[src/rtl/pwm_pkg.sv]
// Shared types and defaults for the PWM ramp sequencer slice.
// Optional feature macro used by this slice: PWM_RAMP_IRQ_EN (see pwm_ramp_sequencer).
package pwm_pkg;

  localparam int DEF_DUTY_W  = 8;
  localparam int DEF_PRESC_W = 8;

  // IDLE holds the live duty; RAMP steps it toward the latched target on each tick.
  typedef enum logic [0:0] {
    IDLE = 1'b0,
    RAMP = 1'b1
  } state_t;

  // Magnitude of the distance between two duty values, without wrap-around.
  function automatic logic [DEF_DUTY_W-1:0] abs_diff(input logic [DEF_DUTY_W-1:0] a,
                                                     input logic [DEF_DUTY_W-1:0] b);
    return (a >= b) ? (a - b) : (b - a);
  endfunction

endpackage

[src/rtl/pwm_tick_div.sv]
// Period prescaler: counts period_end pulses and raises tick on the pulse where
// the count reaches the latched prescale value. The counter free-runs regardless
// of what the ramp FSM is doing; a new prescale value is picked up only on wrap,
// so a change never truncates or stretches the interval already in progress.
module pwm_tick_div
  import pwm_pkg::*;
#(
  parameter int PRESC_W = DEF_PRESC_W
) (
  input  logic               clk,
  input  logic               rst,
  input  logic               ena,
  input  logic               period_end,
  input  logic [PRESC_W-1:0] prescale,
  output logic               tick
);

  logic [PRESC_W-1:0] count_reg;
  logic [PRESC_W-1:0] limit_reg;
  logic               wrap;

  // Disabled period_end pulses are ignored entirely.
  assign wrap = ena && period_end && (count_reg == limit_reg);
  assign tick = wrap;

  // Period counter with wrap-time reload of the prescale limit.
  always_ff @(posedge clk or posedge rst) begin
    if (rst) begin
      count_reg <= '0;
      limit_reg <= '0;
    end else if (ena && period_end) begin
      if (wrap) begin
        count_reg <= '0;
        limit_reg <= prescale;
      end else begin
        count_reg <= count_reg + PRESC_W'(1);
      end
    end
  end

endmodule

[src/rtl/pwm_ramp_sequencer.sv]
// Soft-start / fade controller in front of the PWM generator. Accepts a target
// duty over valid/ready and walks duty_out toward it by max(step,1) on every
// prescaled period tick, clamping the last step so the value never wraps.
// Optional feature: define PWM_RAMP_IRQ_EN to add a sticky completion flag
// (irq) with a clear input (irq_clr); clear has priority over a same-cycle set.
module pwm_ramp_sequencer
  import pwm_pkg::*;
#(
  parameter int DUTY_W  = DEF_DUTY_W,
  parameter int PRESC_W = DEF_PRESC_W
) (
  input  logic               clk,
  input  logic               rst,
  input  logic               ena,
  input  logic               period_end,
  input  logic               tgt_valid,
  output logic               tgt_ready,
  input  logic [DUTY_W-1:0]  tgt_duty,
  input  logic [DUTY_W-1:0]  step,
  input  logic [PRESC_W-1:0] prescale,
  output logic [DUTY_W-1:0]  duty_out,
  output logic               duty_load,
  output logic               busy,
`ifdef PWM_RAMP_IRQ_EN
  input  logic               irq_clr,
  output logic               irq,
`endif
  output logic               done
);

  state_t            state_reg, state_next;
  logic [DUTY_W-1:0] target_reg, target_next;
  logic [DUTY_W-1:0] duty_reg, duty_next;
  logic              load_reg, load_next;
  logic              done_reg, done_next;
  logic [DUTY_W-1:0] step_eff;
  logic [DUTY_W-1:0] diff;
  logic              going_up;
  logic              accept;
  logic              tick;

  // Ready is purely a function of enable; retargeting mid-ramp is allowed.
  assign tgt_ready = ena && !rst;
  assign accept    = ena && tgt_valid;

  // A zero step would stall the ramp forever, so it behaves as a step of one.
  assign step_eff = (step == '0) ? DUTY_W'(1) : step;
  assign going_up = (target_reg > duty_reg);
  assign diff     = going_up ? (target_reg - duty_reg) : (duty_reg - target_reg);

  pwm_tick_div #(
    .PRESC_W    (PRESC_W)
  ) u_tick_div (
    .clk        (clk),
    .rst        (rst),
    .ena        (ena),
    .period_end (period_end),
    .prescale   (prescale),
    .tick       (tick)
  );

  // Next-state: the tick step is computed from the old target and duty first,
  // then a same-cycle accept overrides the target and re-decides RAMP/IDLE
  // against the duty value that this edge will produce.
  always_comb begin
    state_next  = state_reg;
    target_next = target_reg;
    duty_next   = duty_reg;
    load_next   = 1'b0;
    done_next   = 1'b0;
    if (ena) begin
      if ((state_reg == RAMP) && tick) begin
        load_next = 1'b1;
        if (diff <= step_eff) begin
          duty_next  = target_reg;
          done_next  = 1'b1;
          state_next = IDLE;
        end else if (going_up) begin
          duty_next = duty_reg + step_eff;
        end else begin
          duty_next = duty_reg - step_eff;
        end
      end
      if (accept) begin
        target_next = tgt_duty;
        if (tgt_duty != duty_next) begin
          state_next = RAMP;
        end else begin
          state_next = IDLE;
          done_next  = 1'b1;
        end
      end
    end
  end

  // State, target, duty and strobe registers; reset aborts any ramp at once.
  always_ff @(posedge clk or posedge rst) begin
    if (rst) begin
      state_reg  <= IDLE;
      target_reg <= '0;
      duty_reg   <= '0;
      load_reg   <= 1'b0;
      done_reg   <= 1'b0;
    end else begin
      state_reg  <= state_next;
      target_reg <= target_next;
      duty_reg   <= duty_next;
      load_reg   <= load_next;
      done_reg   <= done_next;
    end
  end

  assign duty_out  = duty_reg;
  assign duty_load = load_reg;
  assign done      = done_reg;
  assign busy      = (state_reg == RAMP);

`ifdef PWM_RAMP_IRQ_EN
  logic irq_reg;

  // Sticky completion flag: set by the done pulse, clear takes priority.
  always_ff @(posedge clk or posedge rst) begin
    if (rst) begin
      irq_reg <= 1'b0;
    end else if (irq_clr) begin
      irq_reg <= 1'b0;
    end else if (done_reg) begin
      irq_reg <= 1'b1;
    end
  end

  assign irq = irq_reg;
`endif

endmodule
[config.mk]
export PLATFORM = sky130hd
export DESIGN_NAME = pwm_ramp_sequencer
export DESIGN_NICKNAME = d
export VERILOG_FILES = /design/src/rtl/pwm_pkg.sv /design/src/rtl/pwm_tick_div.sv /design/src/rtl/pwm_ramp_sequencer.sv
export SDC_FILE = /design/constraint.sdc
export NUM_CORES = 1
export LEC_CHECK = 0
export ABC_AREA = 1
export CORE_MARGIN = 2
export CORE_UTILIZATION = 55
export CTS_BUF_LIST = sky130_fd_sc_hd__clkbuf_8
export CTS_CLUSTER_SIZE = 28
export DETAILED_ROUTE_END_ITERATION = 10
export PLACE_DENSITY = 0.85
export SKIP_LAST_GASP = 1
export SYNTH_ARGS = -nofsm -noshare
export SYNTH_HDL_FRONTEND = slang
export SYNTH_HIERARCHICAL = 1
export SYNTH_SLANG_ARGS = --single-unit
[constraint.sdc]
create_clock -name clk -period 4.4 [get_ports clk]
set_clock_uncertainty 0.1 [all_clocks]
set_input_delay 1.1 -clock clk [delete_from_list [all_inputs] [get_ports clk]]
set_output_delay 1.1 -clock clk [all_outputs]
set_load 0.05 [all_outputs]
# Word-level counts from Yosys, hierarchy flattened
# Cells that the tools add are included.
# W data, S select, Z words.
[classes]
addsub = 5
magnitude_cmp = 2
eq_ne = 2
n_mux = 18
n_reduce_logical = 12
[ops]
columns = ["op", "n"]
rows = [
  ["$mux W8", 7],
  ["$sub A8 B8 Y8", 3],
  ["$mux W1", 11],
  ["$add A8 B1 Y8 const B", 1],
  ["$add A8 B8 Y8", 1],
  ["$eq A8 B8 Y1", 1],
  ["$gt A8 B8 Y1", 1],
  ["$le A8 B8 Y1", 1],
  ["$logic_not A8 Y1", 1],
  ["$ne A8 B8 Y1", 1],
  ["$logic_and A1 B1 Y1", 5],
  ["$reduce_and A2 Y1", 2],
  ["$reduce_bool A2 Y1", 2],
  ["$reduce_and A3 Y1", 1],
  ["$logic_not A1 Y1", 1],
]
[totals]
reg_bits = 35

# Depth between registers and ports, before layout
[depth]
word_depth = 11
depth_mapped = 35
depth_no_buf = 33

# By module
# Netlist, hierarchy kept.
[by_module_without_submodules]
columns = ["module", "n_inst", "cells_each", "area_per_inst_um2"]
rows = [
  ["pwm_ramp_sequencer", 1, 370, 2439.8],
  ["pwm_tick_div", 1, 142, 1074.8],
]

# Worst setup path after synthesis
# OpenSTA, ideal clock, no wires.
[synth_path]
path_kind = "reg2reg"
start = "register duty_reg[1] (netlist: duty_out[1])"
end = "register done_reg (netlist: done)"
setup_time_ns = 0.113
arrival_time_ns = 3.941
required_time_ns = 4.187
slack_ns = 0.246
stages_incl_launch_ff = 32
n_path_buf = 3
period_less_slack_ns = 4.154
path_cell_list = "dfrtp_1 -> inv_1 -> fa_1 -> nand3_1 -> nand2_1 -> nand2_1 -> a21oi_2 -> buf_6 -> inv_1 -> buf_2 -> nand2_1 -> a21oi_1 -> xor2_1 -> inv_1 -> ha_1 -> a21oi_1 -> nor2_1 -> nor2_1 -> nand2_2 -> nand2_2 -> buf_6 -> nand2_1 -> nand3_2 -> o21ai_0 -> nand2_1 -> nand2_1 -> nand2_1 -> nor2_1 -> nand4_1 -> nand3_1 -> nand2_1 -> inv_1"
[synth_between]
elab_chain_len = 10
word_cells_on_any_way = 17
classes_between = "4 x add/sub; 2 x order compare; 1 x eq/ne; 10 x mux"
[synth_rtl]
columns = ["item", "line", "text"]
rows = [
  ["from (decl)", "pwm_ramp_sequencer.sv:33", "logic [DUTY_W-1:0] duty_reg, duty_next;"],
  ["from (signal assigned)", "pwm_ramp_sequencer.sv:107", "duty_reg <= duty_next;"],
  ["$sub A8 B8 Y8 / $gt A8 B8 Y1 (equally long branches)", "pwm_ramp_sequencer.sv:49, pwm_ramp_sequencer.sv:48", ""],
  ["$mux W8", "pwm_ramp_sequencer.sv:49", "assign diff = going_up ? (target_reg - duty_reg) : (duty_reg - target_reg);"],
  ["$le A8 B8 Y1", "pwm_ramp_sequencer.sv:74", "if (diff <= step_eff) begin"],
  ["$mux W8", "pwm_ramp_sequencer.sv:74", ""],
  ["$mux W8", "pwm_ramp_sequencer.sv:72", "if ((state_reg == RAMP) && tick) begin"],
  ["$mux W8", "pwm_ramp_sequencer.sv:71", "if (ena) begin"],
  ["$ne A8 B8 Y1", "pwm_ramp_sequencer.sv:86", "if (tgt_duty != duty_next) begin"],
  ["$mux W1", "pwm_ramp_sequencer.sv:86", ""],
  ["$mux W1 (*)", "pwm_ramp_sequencer.sv:84", "if (accept) begin"],
  ["$mux W1 (*)", "pwm_ramp_sequencer.sv:71", ""],
  ["via done_next", "pwm_ramp_sequencer.sv:35", "logic done_reg, done_next;"],
  ["to (signal assigned)", "pwm_ramp_sequencer.sv:109", "done_reg <= done_next;"],
  ["to (decl)", "pwm_ramp_sequencer.sv:35", ""],
]
# The timed path passes the listed nets; every way through them passes the cells marked *. The select of a mux whose other input is x is not followed.
# A chain may end at the register's enable or synchronous reset.

# Final worst setup path
[layout_path]
start = "input step[4]"
end = "register done_reg (netlist: done)"
[layout_between]
elab_chain_len = 11
word_cells_on_any_way = 15
classes_between = "2 x add/sub; 1 x order compare; 1 x eq/ne; 10 x mux; 1 x reduce/logical"
[layout_rtl]
columns = ["item", "line", "text"]
rows = [
  ["from (decl)", "pwm_ramp_sequencer.sv:19", "input logic [DUTY_W-1:0] step,"],
  ["$logic_not A8 Y1", "pwm_ramp_sequencer.sv:47", "assign step_eff = (step == '0) ? DUTY_W'(1) : step;"],
  ["$mux W8 (*)", "pwm_ramp_sequencer.sv:47", ""],
  ["$sub A8 B8 Y8 / $add A8 B8 Y8 (equally long branches)", "pwm_ramp_sequencer.sv:81, pwm_ramp_sequencer.sv:79", ""],
  ["$mux W8", "pwm_ramp_sequencer.sv:78", "end else if (going_up) begin"],
  ["$mux W8", "pwm_ramp_sequencer.sv:74", ""],
  ["$mux W8", "pwm_ramp_sequencer.sv:72", ""],
  ["$mux W8", "pwm_ramp_sequencer.sv:71", ""],
  ["$ne A8 B8 Y1", "pwm_ramp_sequencer.sv:86", ""],
  ["$mux W1", "pwm_ramp_sequencer.sv:86", ""],
  ["$mux W1 (*)", "pwm_ramp_sequencer.sv:84", ""],
  ["$mux W1 (*)", "pwm_ramp_sequencer.sv:71", ""],
  ["via done_next", "pwm_ramp_sequencer.sv:35", ""],
]
# Marked as above.

==> qor_table.md <==
| Stage | Quantity | This run |
|---|---|---|
| layout | Summed area of non-filler cells in the final layout | 4392 um2 |
| floorplan | Area of the core | 6277 um2 |
| worst hold path | Type of the worst min-delay path | register to register |
| global route | Pin count of the biggest net entering global routing | 20 |
| route | Iteration-0 DRC Markers | 204 |
| global route | First-pass GRT wire length | 14250 um |
| synthesis | Area fraction in and, or, nand and nor cells after synthesis | 33.36% |
| timing | Total negative slack for setup checks | 0 ps |
| synthesis | Compound-Gate Fraction of Synth Area | 11.39% |
| worst setup path | R2R Setup Slk | 290 ps |
| power | Cell area power density | 312.2 nW/um2 |
| synthesis | Distinct cell type count of the synthesized netlist | 37 |
| worst setup path | R2r startpoint | target_reg[0] |
| worst setup path | CP max FO | 4 |
| worst setup path | Required time of the critical path | 4500 ps |
| route | Total via count after detailed routing | 3520 |
| floorplan | Die area | 7046 um2 |
| timing | Slew Limit Headroom | 51.35% |
| route | Count of nets left with antenna violations after detail routing | 0 |
| synthesis | Post-Syn Instances | 512 |
| clocking | Inserted Clock Buffers | 5 |
| layout | Multi-input gate area in the final layout | 2356 um2 |
| power | Power spent charging and discharging nets | 607.0 uW |
| power | Worst vdd rail ir drop | 283.9 uV |
| synthesis | Main combinational cell family by area after synthesis | simple AND/OR/NAND/NOR gates |
| layout | Filler cells | 475 |
| power | Switching part of the total power | 44.26% |
| worst setup path | Cell count of the worst reg-to-reg path | 30 |
| worst setup path | Critical path class | input pin to register |
| floorplan | Initial standard-cell utilization of the core | 55.99% |
| timing | Shortest period the worst path allows | 4156 ps |
| worst setup path | Setup crit start | step[4] |
| layout | Post-synthesis to final-layout area growth | 24.96% |
| placed design | Count of input and output buffers | 40 |
| clocking | TritonCTS clock tree | built |
| synthesis | Post-Synth Adder-Cell Area | 13.10% |
| synthesis | Fraction of synthesized cell area in xor and xnor cells | 5.233% |
| timing | Worst slew pin tran | 729.0 ps |
| timing | Achievable clock frequency | 0.2406 GHz |
| clocking | Longest Clk Path Bufs | 2 |
| timing | Final Hold Viols | 0 |
| layout | Net count reported at finish | 646 |
| power | Seq pwr share | 29.3% |
| route | Pre-antenna DRT Iters | 5 |
| placed design | Final HPWL from detailed placement | 6871 um |
| placed design | Post-DP Area | 4090 um2 |
| synthesis | Count of flip-flops with a built-in enable after synthesis | 0 |
| synthesis | Most area-hungry cell type in the Yosys netlist | dfrtp_1 |
| layout | Proportion of layout cells with a drive suffix above 1 | 16.47% |
| run | Count of maximum capacitance violations | 0 |
| synthesis | Mux cell area share after synthesis | 0.2848% |
| power | Internal power consumption | 764.3 uW |
| synthesis | Fraction of synthesized cell area taken by the top area cell type | 24.92% |
| clocking | CTS sink count | 35 |
| power | Overall power | 1.371 mW |
| synthesis | Number of storage elements in the synthesis netlist | 35 |
| global route | Number of antenna violations at the first check in global routing | 0 |
| route | Routed wire per std cell | 13.71 um |
| synthesis | Avg Cell Area, Syn | 6.864 um2 |
| worst setup path | Worst reg2reg endpoint | done |
| worst setup path | Nature of the critical path startpoint | input pin |
| timing | Worst Hold Margin | 451.6 ps |
| timing | Final count of negative-setup-slack endpoints | 0 |
| clocking | Depth of the CTS H-tree | 2 |
| timing | Crit share post-route | 94.46% |
| synthesis | Synthesized Nets | 576 |
| worst setup path | CP endpoint | done |
| worst setup path | Endpoint kind of the worst setup timing path | register |
| power | Clock share of power | 16.5% |
| floorplan | Number of standard-cell rows in the floorplan | 29 |
| clocking | Clock latency on the worst-skew pair | 300 ps |
| global route | Total overflow reported by the global router | 0 |
| floorplan | Die span in x | 83.94 um |
| route | Vias per cell | 5.333 |
| synthesis | Share of async-settable or async-resettable flops after synthesis | 100.0% |
| synthesis | Post-Synthesis Cell Area | 3515 um2 |
| layout | Highest-count cells in the layout ignoring fill and taps | nand2_1 (137), inv_1 (93), clkdlybuf4s50_1 (39) |
| global route | All-Layer GR Usage | 24.69% |
| power | Comb pwr share | 54.2% |
| layout | Sequential cell area | 877.1 um2 |
| route | Post-Route WL | 9047 um |
| clocking | Clock transition at path regs | 70 ps |
| clocking | Cell at the root of the clock tree | clkbuf_8 |
| synthesis | Flip-flop cell with the highest count after synthesis | dfrtp_1 |
| timing | Max Transition Viols Final | 0 |
| worst setup path | Data arrival time of the critical path | 4250 ps |
| power | Leakage power | 2.325 nW |
| global route | Via count of the first global-routing pass | 3205 |
| layout | Non-filler cells, final | 660 |
| synthesis | Number of warning messages in the yosys log | 6 |
| floorplan | Number of ports placed on the die boundary | 41 |
| status | Status | finished, final reports clean |
| placed design | Count of placed standard cells including taps | 639 |
| placed design | Routability congestion estimate from global placement | 0.9184 |
| floorplan | Height of the die | 83.94 um |
| synthesis | Synth area leaders | dfrtp_1 (25%), nand2_1 (15%), ha_1 (11%) |
| synthesis | Sequential element share of the synthesized area | 24.92% |
| layout | Antenna diodes | 0 |
| layout | Leading cell type in the layout, fill and taps excluded | nand2_1 |
| clocking | Hold-fix buffers at CTS | 0 |
| route | Final routed DRC violation total | 0 |
timing repair:
item,CTS,global route
resized for setup,0,31
setup buffers,0,12
endpoints found under the setup margin,0,3
layer usage:
layer | wire (um) | global-route usage, %
met5 | 0 | 0
met4 | 243 | 9.384
met3 | 504 | 3.660
met2 | 4430 | 41.82
met1 | 3868 | 31.82
cell usage after synthesis, types with 4 or more instances:
library cell and count:
inv_1 91, o211ai_1 4, nand4_1 8, ha_1 32
a21oi_1 29, xor2_1 14, nor2_2 9, nand2_1 140
nor3_1 4, nand2_2 9, nand3_1 34, inv_2 4
xnor2_1 7, nor2_1 27, nand3_2 4, o21bai_1 8
dfrtp_1 35, o21ai_0 17, buf_2 4
stage by stage:
stage / setup slack, ps / utilization (%)
final: 243.9 / 69.96
after global routing: -18.00 / 69.96
after CTS: 34.19 / 66.45
after detailed placement: -163.5 / 65.16
after global placement: -28.79 / 65.16
after floorplan: 246.5 / -
kinds of logic (layout without fill, tap and decap cells):
kind of cell | after synthesis | in the layout
compound gates | 70 | 70
mux | 1 | 1
flops | 35 | 35
fa+ha+maj | 35 | 35
buf+inv | 104 | 174
simple gates | 246 | 247
xor+xnor | 21 | 21
power groups by stage:
| stage | combinational (mW) | clock [mW] | sequential, mW |
|---|---|---|---|
| floorplan | 0.487 | 0 | 0.401 |
| global placement | 0.614 | 0 | 0.404 |
| detailed placement | 0.634 | 0 | 0.407 |
| CTS | 0.639 | 0.228 | 0.400 |
| global route | 0.826 | 0.244 | 0.407 |
| finish | 0.744 | 0.226 | 0.402 |
final cells by class:
class                   count  share of cell area (%)
multi-input cells         374                   53.65
flip-flops and latches     35                   19.97
repair buffers             69                   14.02
inverters                  97                   8.319
well taps                  77                   2.194
clock buffers               5                   1.567
clock inverters             3                  0.2849
how the worst min path moves through the flow:
stage / startpoint / endpoint / depth (start not counted)
finish: busy / busy / 2
global route: busy / busy / 2
CTS: busy / busy / 2
detailed placement: busy / busy / 2
global placement: busy / busy / 2
floorplan: target_reg[7] / target_reg[7] / 2
worst max-delay path: stages:
cell	delay (ps)
clkdlybuf4s50_1	440
nor3_2	220
nand3_1	120
nand2_1	100
inv_1	60
ha_2	190
a31oi_1	270
xor2_1	270
ha_1	330
a21oi_1	180
o21ai_0	100
a21o_1	190
inv_1	70
nand2_1	70
nand3_2	80
nand2_2	70
nand2_1	60
nand2_1	50
nand4_1	100
nand3_1	80
nand2_1	60
inv_1	30
(Power assumes the default switching activity.)
